--- src/rtl/comparator_pkg.sv ---
// Shared types and constants for the digit-serial magnitude comparator.
package comparator_pkg;

  typedef enum logic {
    IDLE = 1'b0,
    RUN  = 1'b1
  } state_t;

  typedef struct packed {
    logic gt;
    logic eq;
    logic lt;
  } res_t;

  localparam res_t RES_GT = 3'b100;
  localparam res_t RES_EQ = 3'b010;
  localparam res_t RES_LT = 3'b001;

endpackage

--- src/rtl/comparator_digit.sv ---
// Combinational unsigned compare of one DIGIT-bit slice of each operand.
module comparator_digit
  import comparator_pkg::*;
#(
  parameter int DIGIT = 4
) (
  input  logic [DIGIT-1:0] a,
  input  logic [DIGIT-1:0] b,
  output res_t             res
);

  always_comb begin
    res = RES_EQ;
    if (a > b)      res = RES_GT;
    else if (a < b) res = RES_LT;
  end

endmodule

--- src/rtl/comparator_serial.sv ---
// Digit-serial cascadable magnitude comparator: MS digit first, stops at the
// first unequal digit, falls back to the latched cascade inputs on full equality.
module comparator_serial
  import comparator_pkg::*;
#(
  parameter int WIDTH     = 16,
  parameter int DIGIT     = 4,
  parameter int SIGNED_EN = 1
) (
  input  logic             clk,
  input  logic             rst_n,
  input  logic             i_start,
  input  logic             i_signed,
  input  logic [WIDTH-1:0] a,
  input  logic [WIDTH-1:0] b,
  input  logic             i_a_gt_b,
  input  logic             i_a_eq_b,
  input  logic             i_a_lt_b,
  output logic             o_busy,
  output logic             o_done,
  output logic             o_a_gt_b,
  output logic             o_a_eq_b,
  output logic             o_a_lt_b
);

  localparam int NDIG  = WIDTH / DIGIT;
  localparam int IDX_W = (NDIG > 1) ? $clog2(NDIG) : 1;
  localparam logic [IDX_W-1:0] TOP_IDX = IDX_W'(NDIG - 1);

  state_t           state, state_d;
  logic [IDX_W-1:0] idx, idx_d;
  logic             busy_d, done_d, load;
  res_t             res_q, res_d;

  logic [WIDTH-1:0] a_q, b_q;
  res_t             casc_q;
  logic             signed_q;

  logic [DIGIT-1:0] dig_a, dig_b;
  res_t             dig_res;

  // Inverting the sign bit of the top digit maps two's complement onto unsigned order.
  always_comb begin
    dig_a = a_q[idx*DIGIT +: DIGIT];
    dig_b = b_q[idx*DIGIT +: DIGIT];
    if (signed_q && (idx == TOP_IDX)) begin
      dig_a[DIGIT-1] = ~dig_a[DIGIT-1];
      dig_b[DIGIT-1] = ~dig_b[DIGIT-1];
    end
  end

  comparator_digit #(.DIGIT(DIGIT)) u_digit (
    .a   (dig_a),
    .b   (dig_b),
    .res (dig_res)
  );

  always_comb begin
    state_d = state;
    idx_d   = idx;
    busy_d  = o_busy;
    done_d  = 1'b0;
    res_d   = res_q;
    load    = 1'b0;
    case (state)
      IDLE: begin
        if (i_start) begin
          load    = 1'b1;
          idx_d   = TOP_IDX;
          busy_d  = 1'b1;
          state_d = RUN;
        end
      end
      RUN: begin
        if (dig_res != RES_EQ) begin
          res_d   = dig_res;
          done_d  = 1'b1;
          busy_d  = 1'b0;
          state_d = IDLE;
        end else if (idx != '0) begin
          idx_d = idx - 1'b1;
        end else begin
          res_d   = casc_q;
          done_d  = 1'b1;
          busy_d  = 1'b0;
          state_d = IDLE;
        end
      end
      default: state_d = IDLE;
    endcase
  end

  always_ff @(posedge clk or negedge rst_n) begin
    if (!rst_n) begin
      state  <= IDLE;
      idx    <= '0;
      o_busy <= 1'b0;
      o_done <= 1'b0;
      res_q  <= RES_EQ;
    end else begin
      state  <= state_d;
      idx    <= idx_d;
      o_busy <= busy_d;
      o_done <= done_d;
      res_q  <= res_d;
    end
  end

  // Operand capture is pure data and needs no reset.
  always_ff @(posedge clk) begin
    if (load) begin
      a_q      <= a;
      b_q      <= b;
      casc_q   <= res_t'({i_a_gt_b, i_a_eq_b, i_a_lt_b});
      signed_q <= (SIGNED_EN != 0) && i_signed;
    end
  end

  assign o_a_gt_b = res_q.gt;
  assign o_a_eq_b = res_q.eq;
  assign o_a_lt_b = res_q.lt;

endmodule
--- config.mk ---
export PLATFORM = sky130hd
export DESIGN_NAME = comparator_serial
export DESIGN_NICKNAME = d
export VERILOG_FILES = /design/src/rtl/comparator_pkg.sv /design/src/rtl/comparator_digit.sv /design/src/rtl/comparator_serial.sv
export SDC_FILE = /design/constraint.sdc
export NUM_CORES = 1
export LEC_CHECK = 0
export BUFFER_PORTS_ARGS = -buffer_cell sky130_fd_sc_hd__clkbuf_2
export CAP_MARGIN = 10
export CELL_PAD_IN_SITES_DETAIL_PLACEMENT = 1
export CELL_PAD_IN_SITES_GLOBAL_PLACEMENT = 1
export CORE_UTILIZATION = 44
export DETAILED_ROUTE_END_ITERATION = 10
export PLACE_DENSITY_LB_ADDON = 0.1
export SLEW_MARGIN = 40
export SYNTH_ARGS = -nofsm -noshare
export SYNTH_HDL_FRONTEND = slang
export SYNTH_SLANG_ARGS = --single-unit
--- constraint.sdc ---
create_clock -name clk -period 4 [get_ports clk]
set_clock_uncertainty 0.2 [all_clocks]
set_input_delay 0.8 -clock clk [delete_from_list [all_inputs] [get_ports clk]]
set_output_delay 0.8 -clock clk [all_outputs]
set_load 0.03 [all_outputs]
Word-level counts from Yosys, hierarchy flattened
Cells that the tools add are included.

storage, ports and cells
  bits in registers = 44
  input port bits = 39
  logic and storage cells = 55

operators by class
  add/sub/neg operators = 1
  $lt $le $gt $ge = 2
  equality and inequality tests = 7
  shift operators = 2
  mux-type cells = 22
  bitwise gates (word level) = 3
  reduce and logical (&&, ||, !) cells = 5

operator list
  operator               count
  $shiftx A16 B5 Y4      2
  $mux W1                12
  $mux W3                3
  $mux W2                4
  $ne A2 B2 Y1 const B   3
  $gt A4 B4 Y1           1
  $lt A4 B4 Y1           1
  $pmux W1 S2            2
  $pmux W2 S2            1
  $reduce_and A2 Y1      2
  $ne A3 B2 Y1 const B   1
  $ne A3 B3 Y1 const B   1
  $not A1 Y1             3
  $reduce_and A3 Y1      1
  $eq A2 B2 Y1 const B   1
  $ne A2 B1 Y1 const B   1
  $reduce_bool A2 Y1     1
  $sub A2 B1 Y2 const B  1
  $logic_and A1 B1 Y1    1

Longest topological paths before layout
Gate-level depths: netlist of run 1.

  depth in word-level cells = 9
  gate-level depth with buffers = 8
  depth with buffers taken out = 8

By module
A second synthesis of run 1 with hierarchy kept.

unflattened totals
  cell total of the unflattened synthesis = 96
  area, all modules = 1836.8 um^2

by module, submodules not included
  module             times used  cells each  area each (um^2)  seq. area each (um^2)
  comparator_serial  1           80          1710.4            1282.5
  comparator_digit   1           16          126.4             0.0

Least setup slack after synthesis of run 1
Ideal clock, no wire load.

  kind = input -> register
  start = input port i_start
  end = register a_q[0] (enable)
  library setup time = 437 ps
  data arrival time = 2502 ps
  data required time = 3363 ps
  path slack = 861 ps
  cell stages on the path = 1
  path buffers = 0
  cells stage by stage = nor2b_1

on the way
  word-level cells in the longest chain between the ends = 2

RTL lines
  item                  RTL line                  source
  start, declared       comparator_serial.sv:12   input logic i_start,
  $mux W1               comparator_serial.sv:67   if (i_start) begin
  $mux W1               comparator_serial.sv:65   case (state)
  end signal, assigned  comparator_serial.sv:112  a_q <= a;
  end, declared         comparator_serial.sv:35   logic [WIDTH-1:0] a_q, b_q;

Every way passes these cells.
A chain may end at the register's enable or synchronous reset.

Final worst setup path of run 1
  start = register idx[0]
  end = register idx[1]

on the way
  word-level cells in the longest chain between the ends = 9

RTL lines
  item                                             RTL line                  source
  start, declared                                  comparator_serial.sv:31   logic [IDX_W-1:0] idx, idx_d;
  start signal, assigned                           comparator_serial.sv:102  idx <= idx_d;
  $shiftx A16 B5 Y4, or another cell as far along  comparator_serial.sv:44   dig_a = a_q[idx*DIGIT +: DIGIT];
  $not A1 Y1, or another cell as far along         comparator_serial.sv:47   dig_a[DIGIT-1] = ~dig_a[DIGIT-1];
  $mux W1                                          comparator_serial.sv:46   if (signed_q && (idx == TOP_IDX)) begin
  $lt A4 B4 Y1                                     comparator_digit.sv:15    else if (a < b) res = RES_LT;
  $mux W2                                          comparator_digit.sv:15
  $mux W3                                          comparator_digit.sv:14    if (a > b) res = RES_GT;
  $ne A3 B2 Y1                                     comparator_serial.sv:75   if (dig_res != RES_EQ) begin
  $ne A2 B2 Y1 (no source line)                    n/a
  $reduce_and A3 Y1 (no source line)               n/a

Parallel ways exist; a longest one is shown, timed or not. The select of a mux whose other input is x is not followed.

==> metrics.md, run 1 <==
| Metric | Value |
|---|---|
| Status | complete, no violations |
| Final Hold Vio Count | 0 |
| P_leak | 0.947 nW |
| Slowest cell on crit path | dfrtp_1 |
| Fmax | 0.346 GHz |
| H-tree lvl count | 2 |
| DRC violations left | 0 |
| Average cell area after synthesis | 19.2 um^2 |
| Min Tclk post-route | 2890 ps |
| Relative slew slack | about 65% |
| Final cycle utilization of the critical path | 72.3% |
| Vias in the first global route | 1038 |
| Drt wl/cell | 15.8 um |
| CP endpoint kind | register |
| CTS resizes | 0 |
| Setup TNS | 0 ps |
| Yosys reg bits | 44 |
| Final instance area | 2250 um^2 |
| Clk buf depth | 2 |
| Setup WS post-layout | 1110 ps |
| HPWL after DPL | 2350 um |
| Crit-path max cell delay | about 670 ps |
| GP Congestion | approximately 0.76 |
| Worst slew pin tran | 529 ps |
| HP Class | in -> async |
| Core area | 4000 um^2 |
| TritonCTS clock tree | done |
| 1st-pass router iterations | 4 |
| Async SR Flop Fraction | 18.2% |
| Hold-fix buffers, CTS | 0 |
| Post-route ant nets | 0 |
| I/O pin cnt | 44 |
| CTS buffer count | 5 |
| Type of element launching the critical path | register |
| Worst-skew pair later-pin latency | 290 ps |
| Nets | 189 |
| Hold slack | 142 ps |
| Die area | 4400 um^2 |
| Via count | 999 |
| Sequential share of power | roughly 45% |
| Top-area cell type share of the netlist area | ~59% |
| First-pass GRT wire length | 4710 um |
| Die H | 66.4 um |
| Core Util, Final | 56.2% |
| Top Family by Delay on Critical Path | multiplexers |
| Setup violators final | 0 |
| Comb power frac | 27.8% |
| Post-Synthesis Cells | 95 |
| Post-synth EDFFs | 36 |
| CTS root buf | clkbuf_8 |
| CTS Sinks | 44 |
| Non-Filler Instances | between 150 and 200 |
| Area delta synth->final | 23.3% |
| Synth top cells by count | 36 x edfxtp_1, 9 x inv_1, 7 x dfrtp_1 |
| Area after DPL | 2120 um^2 |
| Reg2reg setup slack | 1110 ps |
| Syn nets | between 100 and 150 |
| GRT Util Overall | 15.7% |
| Main synth FF type | edfxtp_1 |
| Wirelength, routed | about 3100 um |
| Worst Path Required | 4000 ps |
| PD cells | 621 nW/um^2 |
| Post-Syn Area | 1820 um^2 |
| Crit path buffers/inverters | 0 |
| Setup slack at placement | 1100 ps |
| Top-count cell post-synth | edfxtp_1 |
| Switching share of power | between 20% and 30% |
| Count of cell types in the netlist | 29 |
| Clock Power Share | 27.6% |
| P_int | 1.00 mW |
| Total power | 1.40 mW |
| CP cell instances | mux4_2 -> xor2_1 -> ha_1 -> nand4_4 -> nor4_2 -> mux2i_1 |
| Largest net degree at the start of global routing | 25 |
| Total global routing overflow | 0 |
| Max-Cap Viols | 0 |
| Crit path max fanout | 10 |
| Post-CTS Setup Bufs | 0 |
| Initial antenna violation count | 0 |
| VDD IR max | ~0.27 mV |
| Area leader, netlist | edfxtp_1 |
| CP arrival | 2890 ps |
| Via/cell ratio | 5.15 |
| Critical path class | reg -> reg |
| Cell Rows | 23 |
| Port-buffer cells | 43 |
| Placed Instances | 187 |
| Top post-synthesis cells by area | edfxtp_1 59%, dfrtp_1 9.6%, mux4_1 8.6% |
| Clock Pin Slew Worst Setup and Hold Paths | 80 ps |
| Die W | ~66 um |
| Sw power | 0.397 mW |
| Max Slew Vio Count | 0 |
| Ys Warns | 0 |
| Share of cells above drive strength 1 | 41.7% |
| Post-synthesis sequential area ratio | 70.4% |
| 1st-iter DRT viols | 48 |
| Ant. Diodes | 0 |
| Initial core utilization | 45.6% |
| Unrepaired setup endpoints after global routing | no |
==> cells by family after synthesis <==
family                     share of synthesized area [%]
DFF                                                 70.4
and+or+nand+nor                                     5.90
buffers and inverters                               2.74
AOI/OAI and AO/OA                                   4.26
muxes                                               11.7
adders and majority gates                           4.12
xor gates and xnor gates                           0.961
==> placed cells by master (no fill, tap or decap), types with 2 or more instances in the layout <==
master and instances:
edfxtp_1 36, clkbuf_8 5, o21ai_0 2, ha_1 6, mux4_1 6, inv_1 9, clkbuf_2 43, a21o_1 2
mux4_2 2, nor3_1 3, dfrtp_1 7, bufinv_16 2, nand2_1 2
==> path summary, 6_finish.rpt <==
check | end | from | cells after the start
max | idx[1]$_DFFE_PN0P_ | idx[0]$_DFFE_PN0P_ | 6
min | idx[1]$_DFFE_PN0P_ | rst_n | 1
max reg2reg | idx[1]$_DFFE_PN0P_ | idx[0]$_DFFE_PN0P_ | 6
min reg2reg | o_busy$_DFFE_PN0P_ | o_busy$_DFFE_PN0P_ | 1
max in group asynchronous | o_a_eq_b$_DFFE_PN1P_ | rst_n | 1
min in group clk | o_busy$_DFFE_PN0P_ | o_busy$_DFFE_PN0P_ | 1
==> state kept, by name, summed over array words and instances (netlist names) <==
name	cells
o_a_gt_b	1
o_done	1
b_q	16
a_q	16
signed_q	1
o_a_eq_b	1
o_a_lt_b	1
idx	2
o_busy	1
casc_q	3
state	1
==> worst register-to-register path, stage by stage (launching register included) <==
cell,delay (ps)
dfrtp_1,670
mux4_2,580
xor2_1,150
ha_1,360
nand4_4,160
nor4_2,410
mux2i_1,270
==> metal layers <==
metal / global-route usage (%) / routed length, um / vias to the layer above
met5: 0 / 0 / -
met4: 7.98 / 40 / 0
met3: 5.17 / 150 / 4
met2: 27.7 / 1670 / 33
met1: 16.6 / 1200 / 489
li1: - / - / 473
==> power groups by stage <==
stage	logic [mW]	registers, mW	clock network, mW
after floorplan	0.279	0.644	0
after global placement	0.365	0.633	0
after detailed placement	0.395	0.636	0
after CTS	0.396	0.627	0.394
after global routing	0.424	0.632	0.408
final	0.389	0.624	0.385
==> area by class of cell <==
type                       count  area [um^2]
clock buffer                   5         68.8
clock inverter                 2         60.1
fill                         395         1750
inverter                       9         33.8
multi-input combinational     40          498
sequential                    44         1280
tap                           50         62.6
timing repair buffer          44          243
(Power assumes the default switching activity.)
==> inputs of run 2 (changes only) <==
--- a/config.mk
+++ b/config.mk
@@ -9,7 +9,7 @@
 export CAP_MARGIN = 10
 export CELL_PAD_IN_SITES_DETAIL_PLACEMENT = 1
 export CELL_PAD_IN_SITES_GLOBAL_PLACEMENT = 1
-export CORE_UTILIZATION = 44
+export CORE_UTILIZATION = 39
 export DETAILED_ROUTE_END_ITERATION = 10
 export PLACE_DENSITY_LB_ADDON = 0.1
 export SLEW_MARGIN = 40
==> constraint.sdc (replaced) <==
create_clock -name clk -period 2.45 [get_ports clk]
set_clock_uncertainty 0.2 [all_clocks]
set_input_delay 0.49 -clock clk [delete_from_list [all_inputs] [get_ports clk]]
set_output_delay 0.49 -clock clk [all_outputs]
set_load 0.03 [all_outputs]
==> metrics.md, run 2 (synthesis results as in run 1) <==
| Metric | Value |
|---|---|
| Most frequent cells in the layout | 43 x clkbuf_2, 36 x edfxtp_1, 11 x buf_4 |
| HP Class | in -> reg |
| Worst hold path stage count | 1 |
| Leading cell type in the layout, fill and taps excluded | clkbuf_2 |
| GP Congestion | 0.844 (+11%) |
| CTS buffer count | 5 (unchanged) |
| Crit-path max cell delay | 520 ps (-150 ps) |
| Worst Path Required | 2470 ps (-1530 ps) |
| Clock Power Share | 22.4% (-5.2 points) |
| GR peak layer | met2 |
| Comb power frac | 37.8% (+10 points) |
| GRT Util Overall | 15.7% (about the same) |
| Die area | 4950 um^2 (+12%) |
| Cell Rows | 24 (+4.3%) |
| RR Startpoint | idx[0]$_DFFE_PN0P_ |
| Initial antenna violation count | 0 (unchanged) |
| H-tree lvl count | 2 (unchanged) |
| CP endpoint kind | register |
| Status | complete, but fails checks |
| Crit path max fanout | 7 (-3) |
| CP arrival | 2570 ps (-320 ps) |
| Crit path buffers/inverters | 1 (+1) |
| GR Util met2 | 26.7% (-1.0 points) |
| Setup WS post-layout | -94.3 ps (-1200 ps) |
| DRC violations left | 0 (unchanged) |
| Wirelength, routed | 3540 um (+16%) |
| First-pass GRT wire length | 5640 um (+20%) |
| Unrepaired setup endpoints after global routing | yes |
| Setup TNS | -326 ps (-326 ps) |
| Placed Instances | 195 (+4.3%) |
| Total global routing overflow | 0 (unchanged) |
| Sw power | 0.761 mW (+91%) |
| Core area | 4410 um^2 (+10%) |
| Drt wl/cell | 16.9 um (+6.9%) |
| P_int | 1.73 mW (+73%) |
| Clock Pin Slew Worst Setup and Hold Paths | 90 ps (about the same) |
| Ant. Diodes | 0 (unchanged) |
| Top Family by Delay on Critical Path | multiplexers |
| Initial core utilization | 41.3% (-4.3 points) |
| CTS Sinks | 44 (unchanged) |
| Fmax | 0.393 GHz (+14%) |
| Total power | 2.49 mW (+78%) |
| Port-buffer cells | 43 (unchanged) |
| Die H | 70.4 um (+6.0%) |
| HPWL after DPL | 2560 um (+8.9%) |
| Failing checks | setup timing |
| Nets | 202 (+6.9%) |
| Sequential share of power | 39.9% (-4.7 points) |
| Largest net degree at the start of global routing | 24 (-4.0%) |
| Via count | 1045 (+4.6%) |
| Slowest cell on crit path | mux4_2 |
| CTS root buf | clkbuf_8 |
| Reg2reg setup slack | -90 ps (-1200 ps) |
| Hold slack | 166 ps (+24.2 ps) |
| M3 GR Usage | 4.76% (-0.41 points) |
| Relative slew slack | 66.9% (+2.2 points) |
| CP cell instances | buf_12 -> mux4_2 -> xnor2_2 -> ha_4 -> nand4_4 -> nor4_4 -> mux2i_1 |
| Share of cells above drive strength 1 | 50.0% (+8.3 points) |
| GR met1 Demand/Resource | 18.3% (+1.7 points) |
| VDD IR max | 0.377 mV (+38%) |
| Worst Hold End | b_q[5]$_DFFE_PP_ |
| Worst slew pin tran | 496 ps (-32.9 ps) |
| Setup violators final | 5 (+5) |
| Type of element launching the critical path | register |
| Biggest regs | a_q (16), b_q (16), casc_q (3) |
| Fill cells | 429 (+8.6%) |
| I/O pin cnt | 44 (unchanged) |
| Final cycle utilization of the critical path | 104% (+32 points) |
| 1st-pass router iterations | 4 (unchanged) |
| Max-Cap Viols | 0 (unchanged) |
| TritonCTS clock tree | done |
| Vias in the first global route | 1175 (+13%) |
| Post-route ant nets | 0 (unchanged) |
| Area delta synth->final | 31.7% |
| Worst r2r dst | idx[1]$_DFFE_PN0P_ |
| Worst-skew pair later-pin latency | 290 ps (about the same) |
| Die W | 70.4 um (+6.0%) |
| Switching share of power | 30.5% (+2.1 points) |
| Critical path class | reg -> reg |
| PD cells | 1040 nW/um^2 (+67%) |
| R2R depth | 7 (+1) |
| Clk buf depth | 2 (unchanged) |
| Final Hold Vio Count | 0 (unchanged) |
| Non-Filler Instances | 210 (+8.2%) |
| Max Slew Vio Count | 0 (unchanged) |
| P_leak | 1.01 nW (+6.7%) |
| Hold_sp | b[5] |
| 1st-iter DRT viols | 35 (-27%) |
| Min Tclk post-route | 2540 ps (-347 ps) |
| Via/cell ratio | 4.98 (-3.4%) |
-- run 2: through the flow --
| step | util, % | setup slack [ps] | cell area, um^2 |
|---|---|---|---|
| final | 54.4 | -94.3 | 2400 |
| after global routing | 54.4 | -195 | 2400 |
| after CTS | 53.0 | -80.2 | 2340 |
| after detailed placement | 49.2 | -146 | 2170 |
| after global placement | 49.2 | -92.1 | 2170 |
| after floorplan | - | 39.2 | 1830 |
-- run 2: repair_timing --
action / in CTS / in global routing
endpoints found under the hold margin: 7 / 0
setup buffers: 2 / 4
pin swaps: 1 / 6
gates cloned: 0 / 0
hold buffers: 1 / 0
resized for setup: 6 / 4
endpoints found under the setup margin: 7 / 8
-- run 2: routing by layer --
layer	vias up	routed length (um)
li1	498	-
met1	513	1400
met2	30	1890
met3	4	195
met4	0	54
met5	-	0
-- run 2: how the worst max path moves through the flow --
stage / startpoint / end / slack (ps) / depth (start not counted)
after detailed placement: idx[0]$_DFFE_PN0P_ / idx[0]$_DFFE_PN0P_ / -150 / 7
after global routing: idx[0]$_DFFE_PN0P_ / idx[1]$_DFFE_PN0P_ / -200 / 7
after global placement: idx[0]$_DFFE_PN0P_ / idx[0]$_DFFE_PN0P_ / -90 / 7
after floorplan: idx[0]$_DFFE_PN0P_ / idx[1]$_DFFE_PN0P_ / 40 / 7
final: idx[0]$_DFFE_PN0P_ / idx[1]$_DFFE_PN0P_ / -90 / 7
after CTS: idx[0]$_DFFE_PN0P_ / idx[1]$_DFFE_PN0P_ / -80 / 7
-- run 2: power by group through the flow --
| stage | registers [mW] | logic (mW) | clock network, mW |
|---|---|---|---|
| after global routing | 1.01 | 1.01 | 0.608 |
| after global placement | 1.01 | 0.744 | 0 |
| after floorplan | 1.05 | 0.456 | 0 |
| after CTS | 0.994 | 0.824 | 0.572 |
| after detailed placement | 1.01 | 0.767 | 0 |
| final | 0.993 | 0.941 | 0.557 |
-- run 2: area by class of cell --
| class | count | area, um^2 | share of cell area (%) |
|---|---|---|---|
| multi-input combinational | 40 | 561 | 23.3 |
| tap | 52 | 65.1 | 2.71 |
| clock inverter | 3 | 42.5 | 1.77 |
| clock buffer | 5 | 68.8 | 2.87 |
| sequential | 44 | 1280 | 53.4 |
| timing repair buffer | 57 | 348 | 14.5 |
| inverter | 9 | 33.8 | 1.41 |
